## config.mk

```make
export PLATFORM = sky130hd
export DESIGN_NAME = alu_cmd_responder
export DESIGN_NICKNAME = d
export VERILOG_FILES = /design/src/rtl/alu_cmd_responder.sv
export SDC_FILE = /design/constraint.sdc
export NUM_CORES = 1
export LEC_CHECK = 0
export CAP_MARGIN = 15
export CELL_PAD_IN_SITES_DETAIL_PLACEMENT = 1
export CELL_PAD_IN_SITES_GLOBAL_PLACEMENT = 1
export CORE_ASPECT_RATIO = 1.75
export CORE_MARGIN = 2
export CORE_UTILIZATION = 44
export DETAILED_ROUTE_END_ITERATION = 10
export GPL_TIMING_DRIVEN = 0
export PLACE_DENSITY_LB_ADDON = 0.1
export SLEW_MARGIN = 20
export SYNTH_ARGS = -nofsm -noshare
export SYNTH_HDL_FRONTEND = slang
export SYNTH_SLANG_ARGS = --single-unit
```

## constraint.sdc

```tcl
create_clock -name clk -period 3.85 [get_ports clk]
set_input_delay 0.77 -clock clk [delete_from_list [all_inputs] [get_ports clk]]
set_output_delay 0.77 -clock clk [all_outputs]
set_load 0.01 [all_outputs]
```

## src/rtl/alu_cmd_responder.sv

```systemverilog
// rtl/alu_cmd_responder.sv - ALU request/response responder, one op in flight
// Single-cycle ALU ops plus an 8-iteration shift-add multiplier behind a held response channel.
module alu_cmd_responder #(
  parameter int TAG_W      = 4,
  parameter int ENABLE_MUL = 1,
  parameter int CNT_W      = 16
) (
  input  logic             clk,
  input  logic             rst,
  input  logic             req_valid,
  output logic             req_ready,
  input  logic [3:0]       req_op,
  input  logic [7:0]       req_a,
  input  logic [7:0]       req_b,
  input  logic [TAG_W-1:0] req_tag,
  output logic             rsp_valid,
  input  logic             rsp_ready,
  output logic [7:0]       rsp_result,
  output logic [3:0]       rsp_flags,
  output logic             rsp_err,
  output logic [TAG_W-1:0] rsp_tag,
  output logic             busy,
  output logic [CNT_W-1:0] op_count
);

  localparam logic [1:0] S_IDLE = 2'd0;
  localparam logic [1:0] S_EXEC = 2'd1;
  localparam logic [1:0] S_RESP = 2'd2;

  logic [1:0]       r_state;
  logic             r_alive;
  logic [2:0]       r_iter;
  logic [15:0]      r_mcand;
  logic [15:0]      r_prod;
  logic [7:0]       r_mplier;
  logic [7:0]       r_result;
  logic [3:0]       r_flags;
  logic             r_err;
  logic [TAG_W-1:0] r_tag;
  logic [CNT_W-1:0] r_count;

  logic        w_accept;
  logic        w_is_mul;
  logic        w_illegal;
  logic [7:0]  w_rhs;
  logic [8:0]  w_sum;
  logic [8:0]  w_diff;
  logic [7:0]  w_res;
  logic [7:0]  w_nz;
  logic        w_c;
  logic        w_v;
  logic [3:0]  w_flags;
  logic [15:0] w_prod_next;
  logic        w_mul_hi;

  assign w_accept = req_valid & req_ready;

  // INC/DEC reuse the add/subtract paths with an implicit operand of 1.
  always_comb begin
    w_rhs     = (req_op == 4'hA || req_op == 4'hB) ? 8'h01 : req_b;
    w_sum     = {1'b0, req_a} + {1'b0, w_rhs};
    w_diff    = {1'b0, req_a} - {1'b0, w_rhs};
    w_is_mul  = (req_op == 4'hD) && (ENABLE_MUL != 0);
    w_illegal = (req_op >= 4'hE) || ((req_op == 4'hD) && (ENABLE_MUL == 0));
    w_res     = 8'h00;
    w_c       = 1'b0;
    w_v       = 1'b0;
    case (req_op)
      4'h0, 4'hA: begin
        w_res = w_sum[7:0];
        w_c   = w_sum[8];
        w_v   = (req_a[7] == w_rhs[7]) && (w_sum[7] != req_a[7]);
      end
      4'h1, 4'hB: begin
        w_res = w_diff[7:0];
        w_c   = w_diff[8];
        w_v   = (req_a[7] != w_rhs[7]) && (w_diff[7] != req_a[7]);
      end
      4'hC: begin
        w_res = req_a;
        w_c   = w_diff[8];
        w_v   = (req_a[7] != w_rhs[7]) && (w_diff[7] != req_a[7]);
      end
      4'h2: w_res = req_a & req_b;
      4'h3: w_res = req_a | req_b;
      4'h4: w_res = req_a ^ req_b;
      4'h5: w_res = ~req_a;
      4'h6: begin w_res = {req_a[6:0], 1'b0};     w_c = req_a[7]; end
      4'h7: begin w_res = {1'b0, req_a[7:1]};     w_c = req_a[0]; end
      4'h8: begin w_res = {req_a[6:0], req_a[7]}; w_c = req_a[7]; end
      4'h9: begin w_res = {req_a[0], req_a[7:1]}; w_c = req_a[0]; end
      default: ;
    endcase
    // CMP reports the operand but N/Z describe the subtraction.
    w_nz    = (req_op == 4'hC) ? w_diff[7:0] : w_res;
    w_flags = w_illegal ? 4'h0 : {w_v, w_c, w_nz[7], (w_nz == 8'h00)};
  end

  assign w_prod_next = r_prod + (r_mplier[0] ? r_mcand : 16'h0000);
  assign w_mul_hi    = (w_prod_next[15:8] != 8'h00);

  always_ff @(posedge clk or posedge rst) begin
    if (rst) begin
      r_state  <= S_IDLE;
      r_alive  <= 1'b0;
      r_iter   <= 3'd0;
      r_mcand  <= 16'h0000;
      r_prod   <= 16'h0000;
      r_mplier <= 8'h00;
      r_result <= 8'h00;
      r_flags  <= 4'h0;
      r_err    <= 1'b0;
      r_tag    <= '0;
      r_count  <= '0;
    end else begin
      r_alive <= 1'b1;
      case (r_state)
        S_IDLE: begin
          if (w_accept) begin
            r_tag <= req_tag;
            if (w_is_mul) begin
              r_mcand  <= {8'h00, req_a};
              r_mplier <= req_b;
              r_prod   <= 16'h0000;
              r_iter   <= 3'd0;
              r_state  <= S_EXEC;
            end else begin
              r_result <= w_res;
              r_flags  <= w_flags;
              r_err    <= w_illegal;
              r_state  <= S_RESP;
            end
          end
        end
        S_EXEC: begin
          r_prod   <= w_prod_next;
          r_mcand  <= {r_mcand[14:0], 1'b0};
          r_mplier <= {1'b0, r_mplier[7:1]};
          r_iter   <= r_iter + 3'd1;
          // Eighth iteration publishes straight into the response registers.
          if (r_iter == 3'd7) begin
            r_result <= w_prod_next[7:0];
            r_flags  <= {w_mul_hi, w_mul_hi, w_prod_next[7], (w_prod_next[7:0] == 8'h00)};
            r_err    <= 1'b0;
            r_state  <= S_RESP;
          end
        end
        S_RESP: begin
          if (rsp_ready) begin
            r_count <= r_count + CNT_W'(1);
            r_state <= S_IDLE;
          end
        end
        default: r_state <= S_IDLE;
      endcase
    end
  end

  assign req_ready  = r_alive && (r_state == S_IDLE);
  assign rsp_valid  = (r_state == S_RESP);
  assign busy       = (r_state != S_IDLE);
  assign rsp_result = r_result;
  assign rsp_flags  = r_flags;
  assign rsp_err    = r_err;
  assign rsp_tag    = r_tag;
  assign op_count   = r_count;

endmodule

```

==> results of run 1 <==
[sequential cells by signal, indices dropped and copies added, names as in the netlist]
register	count
r_prod	16
r_mcand	16
rsp_result	8
r_mplier	8
r_iter	3
rsp_err	1
op_count	16
rsp_tag	4
r_alive	1
r_state	2
rsp_flags	4
[cells by family after synthesis]
family	synth area share (%)
compound gates	22.5
xor+xnor	4.62
fa+ha+maj	11.4
buf+inv	5.32
flops	31.6
mux	3.20
other cells	0.0599
simple gates	21.3
[power by group through the flow]
stage          combinational (µW)  sequential [µW]  clock, µW
6_report                     2550             1380        975
5_1_grt                      2800             1420       1020
4_1_cts                      2520             1380        988
3_5_place_dp                 2450             1390          0
3_3_place_gp                 2350             1370          0
2_1_floorplan                1610             1360          0
[repair_timing]
action	4_1_cts	5_1_grt
setup buffers	4	0
pin swaps	4	2
gates resized for setup	17	13
endpoints found under the hold margin	0	0
endpoints found under the setup margin	10	7
[routing by layer]
layer	routed length (µm)	GRT usage, %	vias to the layer above
li1	-	-	2846
met1	7720	29.6	3088
met2	13000	60.6	193
met3	657	3.62	87
met4	1590	20.0	0
met5	0	0	-
[through the flow]
step	worst slack, ps	setup TNS, ps	total power [µW]
after global placement	-1020	-20630	3720
after CTS	18.7	0	4890
after global routing	-4.16	-4.16	5240
after detailed placement	-1200	-7500	3840
final	76.4	0	4910
after floorplan	428	0	2970
[final cells by class]
class	instances	share of cell area, %
Clock inverter	6	1.44
Timing Repair Buffer	68	9.05
Sequential cell	79	25.9
Inverter	40	2.00
Clock buffer	9	2.95
Multi-Input combinational cell	599	53.3
Tap cell	177	2.90
Buffer	39	2.41
[worst reg2reg max path: cells and delay by family, from the launching register on]
kind | cells | cell delay [ps]
buffers and inverters | 2 | 530
DFF | 1 | 500
adders and majority gates | 1 | 220
and+or+nand+nor | 2 | 500
AOI/OAI and AO/OA | 6 | 1580
[how the worst max path moves through the flow]
stage	depth (start not counted)	end	from
2_1_floorplan	14	rsp_flags[0]$_DFFE_PP0P_	req_op[3]
3_3_place_gp	15	rsp_flags[0]$_DFFE_PP0P_	req_op[3]
3_5_place_dp	15	rsp_flags[0]$_DFFE_PP0P_	req_op[3]
4_1_cts	15	rsp_result[6]$_DFFE_PP0P_	req_op[3]
5_1_grt	13	rsp_flags[0]$_DFFE_PP0P_	req_op[2]
6_report	13	rsp_flags[0]$_DFFE_PP0P_	req_op[2]
[Yosys cell counts, types with 5 or more instances]
cell      number  area [µm²]
a211oi_1       5        37.5
a21o_1        11        82.6
a21oi_1       40         200
a22o_1         5        43.8
a31oi_1       28         175
and2_1        20         125
and3_1         9        56.3
buf_2         13        65.1
clkbuf_1      21        78.8
dfrtp_1       79        1980
ha_1          52         651
inv_1         40         150
mux2_2         8        90.1
mux2i_1       11         110
nand2_1      114         428
nand2b_1      10        62.6
nand3_1       20         100
nand4_1       11        68.8
nor2_1        49         184
nor2b_1        7        43.8
nor3_1        13        65.1
o21a_1         5        37.5
o21ai_0       48         240
o22ai_1        8        50.1
o31ai_1        5        37.5
or2_2          5        31.3
xnor2_1       19         166
xor2_1        14         123
[cell usage in the layout (no fill, tap or decap), drive strengths merged, types with 10 or more instances in the layout]
master | Yosys | routed
a21oi | 40 | 40
and2 | 20 | 20
a31oi | 28 | 28
xnor2 | 19 | 19
nand4 | 11 | 11
nor3 | 13 | 13
clkbuf | 22 | 32
a21o | 12 | 12
clkdlybuf4s50 | 0 | 62
mux2i | 11 | 11
inv | 40 | 40
o21ai | 50 | 50
ha | 52 | 52
nor2 | 49 | 49
dfrtp | 79 | 79
xor2 | 14 | 14
nand2b | 10 | 10
buf | 18 | 21
nand2 | 114 | 114
nand3 | 20 | 20
==> impl_metrics.csv, run 1 <==
group,metric,value,unit
outcome,status,"completed",
sta,slew_headroom,50.6,%
cells_and_area,multiInputGateArea,4070,µm²
cts,cts_buffer_depth,2,
worst_setup_path,start_kind,"input port",
worst_hold_path,hold_class,"reg -> reg",
synth,yosysSeqAreaShare,31.6,%
power,max-vdd-ir-drop,0.000267,V
placed_design,routabilityCongestion,0.983,
worst_setup_path,cp_data_arrival_time,4030,ps
cts,cts_inserted_buffers,9,
cts,cts_tree,"yes",
synth,async_flop_share,100,%
power,pwr-share-seq,28.1,%
floorplanning,coreArea,13900,µm²
worst_setup_path,worstPathCellList,"clkdlybuf4s50_1 > clkbuf_4 > nand3b_1 > buf_4 > nand2_1 > ha_1 > and3_1 > a21oi_2 > nand4_1 > nand4_1 > nor3b_2 > a41oi_2 > o31ai_2",
synth,ys_types,73,
power,netSwitchingFraction,42.4,%
power,powerDensity,643,nW/µm²
worst_hold_path,hold-path-endpoint,"op_count[15]$_DFFE_PP0P_",
cells_and_area,layout-drive-gt1-share,9.05,%
placed_design,dp_cells,999,
job,cap_violations,0,
placed_design,dp_hpwl,18200,µm
cts,clk_pin_slew,60,ps
cells_and_area,utilization,54.9,%
worst_setup_path,reg2reg_depth,11,
route,vias,6214,
synth,yosysWarnings,0,
sta,fin_crit,3770,ps
power,power.internal,2830,µW
cells_and_area,ff_latch_area,1980,µm²
sta,drv_slew,0,
sta,worst_slew_pin_slew,739,ps
route,totalWireLength,22900,µm
global_route,grt_pass1_vias,6904,
cts,cts_hold_buf,0,
cts,root_buffer,"clkbuf_16",
power,power.share.clock,19.9,%
floorplanning,rows,57,
route,firstDrtPassIters,5,
route,post_drt_via_cell_ratio,6.11,
power,p_leak,0.00344,µW
synth,synth_nets,841,
floorplanning,die_y,162,µm
placed_design,io_buffers,63,
worst_setup_path,cp_common_cell,"nand4_1",
synth,synthCells,758,
worst_setup_path,crit_type,"in -> reg",
cts,htreeDepth,3,
cells_and_area,nets,919,
route,drc,0,
route,wl_per_cell,22.6,µm
synth,syn_area,6260,µm²
worst_hold_path,min-delay-start,"op_count[15]$_DFFE_PP0P_",
sta,timing.final.crit_share,98.0,%
worst_setup_path,crit_path_max_fanout,10,
worst_setup_path,path_delay_family,"simple AND/OR/NAND/NOR gates",
sta,max_freq,0.265,GHz
route,first_iter_violations,241,
global_route,gr-total-overflow,0,
synth,ys.flop_type,"dfrtp_1",
cells_and_area,areaGrowthSynthToFinish,21.9,%
cells_and_area,final_cell_area,7630,µm²
sta,whs,484,ps
worst_setup_path,rrSetupSlack,380,ps
synth,synth_seq_cells,79,
worst_setup_path,reg2reg_to,"rsp_flags[3]$_DFFE_PP0P_",
power,switching_power,2080,µW
floorplanning,io_pins,64,
global_route,grt_pass1_wl,36400,µm
synth,synth-edff-count,0,
global_route,antenna_found_initial,0,
worst_hold_path,whs_path_depth,1,
worst_setup_path,critPathMaxStageDelay,470,ps
worst_setup_path,critPathSlowestCell,"clkdlybuf4s50_1",
global_route,grt_max_degree,58,
cells_and_area,num-fill-cells,1653,
floorplanning,die_width,94.2,µm
power,combPwrFrac,52.0,%
sta,skew,9.88,ps
floorplanning,fp.dieArea,15200,µm²
cells_and_area,layoutNonFillerInstCount,1017,
route,ant_nets,0,
worst_setup_path,r2r_start,"r_mplier[0]$_DFFE_PP0P_",
cts,clock_sinks,79,
sta,timing.final.hold_violations,0,
global_route,grt_use_total,31.2,%
placed_design,placed_cell_area,7140,µm²
synth,avgSynthCellArea,8.26,µm²
worst_setup_path,worstSetupEndpointType,"flip-flop",
floorplanning,initial_core_util,45.0,%
worst_setup_path,crit_required,4100,ps
cells_and_area,antenna_cells,0,
worst_setup_path,worst-path-buf-inv,3,
cts,clk_latency,340,ps
sta,setup_viol,0,
(Power assumes the default switching activity.)
==> run 2: changes to the inputs <==
--- a/config.mk
+++ b/config.mk
@@ -5,12 +5,13 @@
 export SDC_FILE = /design/constraint.sdc
 export NUM_CORES = 1
 export LEC_CHECK = 0
+export ABC_AREA = 1
 export CAP_MARGIN = 15
 export CELL_PAD_IN_SITES_DETAIL_PLACEMENT = 1
 export CELL_PAD_IN_SITES_GLOBAL_PLACEMENT = 1
 export CORE_ASPECT_RATIO = 1.75
 export CORE_MARGIN = 2
-export CORE_UTILIZATION = 44
+export CORE_UTILIZATION = 42
 export DETAILED_ROUTE_END_ITERATION = 10
 export GPL_TIMING_DRIVEN = 0
 export PLACE_DENSITY_LB_ADDON = 0.1
==> impl_metrics.csv, run 2 <==
group,metric,value,unit
route,ant_nets,0,
floorplanning,rows,58,
cells_and_area,areaGrowthSynthToFinish,20.2,%
worst_setup_path,crit_type,"in -> reg",
worst_setup_path,crit_path_max_fanout,8,
global_route,grt_max_degree,57,
cts,cts_buffer_depth,2,
sta,worst_slew_pin_slew,775,ps
worst_setup_path,start_kind,"input port",
placed_design,routabilityCongestion,0.947,
route,first_iter_violations,223,
worst_setup_path,crit_required,4120,ps
synth,yosysWarnings,0,
route,totalWireLength,21200,µm
placed_design,io_buffers,63,
sta,timing.final.crit_share,93.4,%
floorplanning,die_width,95.6,µm
placed_design,dp_cells,1121,
synth,synth-edff-count,0,
synth,synth_top_area_share,32.0,%
synth,yosysSeqAreaShare,32.0,%
route,firstDrtPassIters,5,
placed_design,dp_hpwl,17200,µm
sta,fin_crit,3590,ps
cells_and_area,nets,1035,
synth,yosysMostFrequentCell,"nand2_1",
worst_setup_path,reg2reg_to,"rsp_flags[3]$_DFFE_PP0P_",
power,max-vdd-ir-drop,0.000234,V
cts,clk_latency,340,ps
cts,cts_inserted_buffers,9,
cells_and_area,layout-drive-gt1-share,6.37,%
cts,htreeDepth,3,
power,p_leak,0.00400,µW
synth,ys_types,45,
sta,rsz0062_at_grt,"false",
cells_and_area,antenna_cells,0,
floorplanning,fp.dieArea,15700,µm²
synth,syn_area,6170,µm²
global_route,grt_pass1_vias,6738,
cells_and_area,utilization,51.6,%
cts,clk_pin_slew,60,ps
sta,slew_headroom,48.1,%
synth,ys.flop_type,"dfrtp_1",
synth,avgSynthCellArea,7.04,µm²
sta,drv_slew,0,
worst_hold_path,min-delay-start,"op_count[15]$_DFFE_PP0P_",
cts,clock_sinks,79,
worst_hold_path,hold_class,"reg -> reg",
route,drc,0,
worst_hold_path,hold-path-endpoint,"op_count[15]$_DFFE_PP0P_",
sta,skew,5.47,ps
cells_and_area,layoutNonFillerInstCount,1137,
worst_setup_path,reg2reg_depth,17,
global_route,antenna_found_initial,0,
synth,synthCells,877,
cts,cts_tree,"yes",
sta,setup_viol,0,
floorplanning,coreArea,14400,µm²
worst_setup_path,r2r_start,"r_mplier[0]$_DFFE_PP0P_",
power,powerDensity,658,nW/µm²
synth,synthTopCellsByCount,"257 x nand2_1, 119 x inv_1, 81 x nor2_1, 79 x dfrtp_1, 61 x nand3_1",
cells_and_area,ff_latch_area,1980,µm²
worst_setup_path,rrSetupSlack,880,ps
cts,root_buffer,"clkbuf_16",
sta,tns,0,ps
cells_and_area,multiInputGateArea,3650,µm²
synth,async_flop_share,100,%
floorplanning,initial_core_util,43.0,%
cells_and_area,layout_commonest_cell,"nand2_1",
job,cap_violations,0,
route,vias,6155,
worst_hold_path,whs_path_depth,1,
outcome,status,"completed",
worst_setup_path,cp_data_arrival_time,3860,ps
sta,max_freq,0.278,GHz
worst_setup_path,worstSetupEndpointType,"flip-flop",
synth,synth_seq_cells,79,
global_route,grt_pass1_wl,33700,µm
synth,synthTopCellsByArea,"dfrtp_1 32%, nand2_1 16%, ha_1 11%",
sta,whs,472,ps
sta,timing.final.hold_violations,0,
floorplanning,die_y,164,µm
global_route,gr-total-overflow,0,
route,wl_per_cell,18.6,µm
route,post_drt_via_cell_ratio,5.41,
synth,yosysTopAreaCell,"dfrtp_1",
global_route,grt_use_total,28.1,%
synth,synth_nets,960,
floorplanning,io_pins,64,
cells_and_area,final_cell_mix,"256 x nand2_1, 118 x inv_1, 80 x nor2_1, 79 x dfrtp_1, 63 x clkdlybuf4s50_1",
cells_and_area,num-fill-cells,1845,
==> run 2: metal layers <==
| metal | up-vias | track usage, % | wire length (µm) | part of all wire [%] |
|---|---|---|---|---|
| li1 | 2956 | - | - | - |
| met1 | 2985 | 28.0 | 7570 | 36 |
| met2 | 153 | 55.0 | 12100 | 57 |
| met3 | 61 | 2.66 | 482 | 2.3 |
| met4 | 0 | 14.9 | 999 | 4.7 |
| met5 | - | 0 | 0 | 0 |
==> run 2: power by group <==
group / total (µW) / internal [µW] / switching [µW] / leakage (µW)
clock: 988 / 634 / 354 / 0.000162
combinational: 2500 / 973 / 1520 / 0.00287
sequential: 1390 / 1170 / 224 / 0.000965
total: 4880 / 2780 / 2100 / 0.00400
==> run 2: cell type report <==
cell class / count / area share (%)
Sequential cell: 79 / 26.7
Tap cell: 180 / 3.04
Clock buffer: 9 / 3.04
Multi-Input combinational cell: 654 / 49.2
Clock inverter: 7 / 1.60
Timing Repair Buffer: 64 / 8.87
Buffer: 19 / 1.20
Inverter: 125 / 6.36
==> run 2: worst max-delay path by stage <==
stage,from,slack (ps),endpoint
6_report,req_op[3],260,rsp_flags[0]$_DFFE_PP0P_
5_1_grt,req_op[3],50,rsp_flags[0]$_DFFE_PP0P_
4_1_cts,req_op[3],130,rsp_flags[0]$_DFFE_PP0P_
3_5_place_dp,req_op[3],-480,rsp_flags[0]$_DFFE_PP0P_
3_3_place_gp,req_op[3],-400,rsp_flags[0]$_DFFE_PP0P_
2_1_floorplan,req_op[3],1020,rsp_flags[0]$_DFFE_PP0P_
==> run 2: cells by family (layout without fill, tap and decap cells) <==
kind of cell             after synthesis  count (layout)  share of synthesized area [%]
other                                  1               1                         0.0608
multiplexers                           5               5                          0.912
XOR/XNOR                              27              27                           3.83
AND/OR/NAND/NOR                      437             437                           30.5
AO/OA/AOI/OAI                        129             129                           12.1
adder cells (fa/ha/maj)               55              55                           11.5
buffers and inverters                144             224                           9.04
flip-flops                            79              79                           32.0
==> run 2: repair_timing <==
item / in CTS / in global routing
endpoints found under the setup margin: 3 / 2
hold buffers: 0 / 0
gates resized for setup: 2 / 2
endpoints found under the hold margin: 0 / 0
setup buffers: 0 / 0
==> run 2: per-stage QoR <==
step | power (µW) | setup slack, ps | instance area, µm²
finish | 4880 | 256 | 7420
global route | 5260 | 49.1 | 7420
CTS | 4900 | 130 | 7410
detailed placement | 3870 | -481 | 7060
global placement | 3750 | -402 | 7030
floorplan | 2980 | 1020 | 6170
==> run 2: worst max-delay path: stages <==
cell	delay, ps
clkdlybuf4s50_1	570
inv_1	130
nor2_4	180
nand2_4	140
nand2_1	140
ha_1	150
inv_1	50
fa_1	420
nand3_1	130
nand2_1	120
nand2_1	100
nand3_1	120
nand2_1	100
nand3_1	160
a21oi_1	170
inv_1	80
nand2_1	70
nand3_1	120
a21oi_1	150
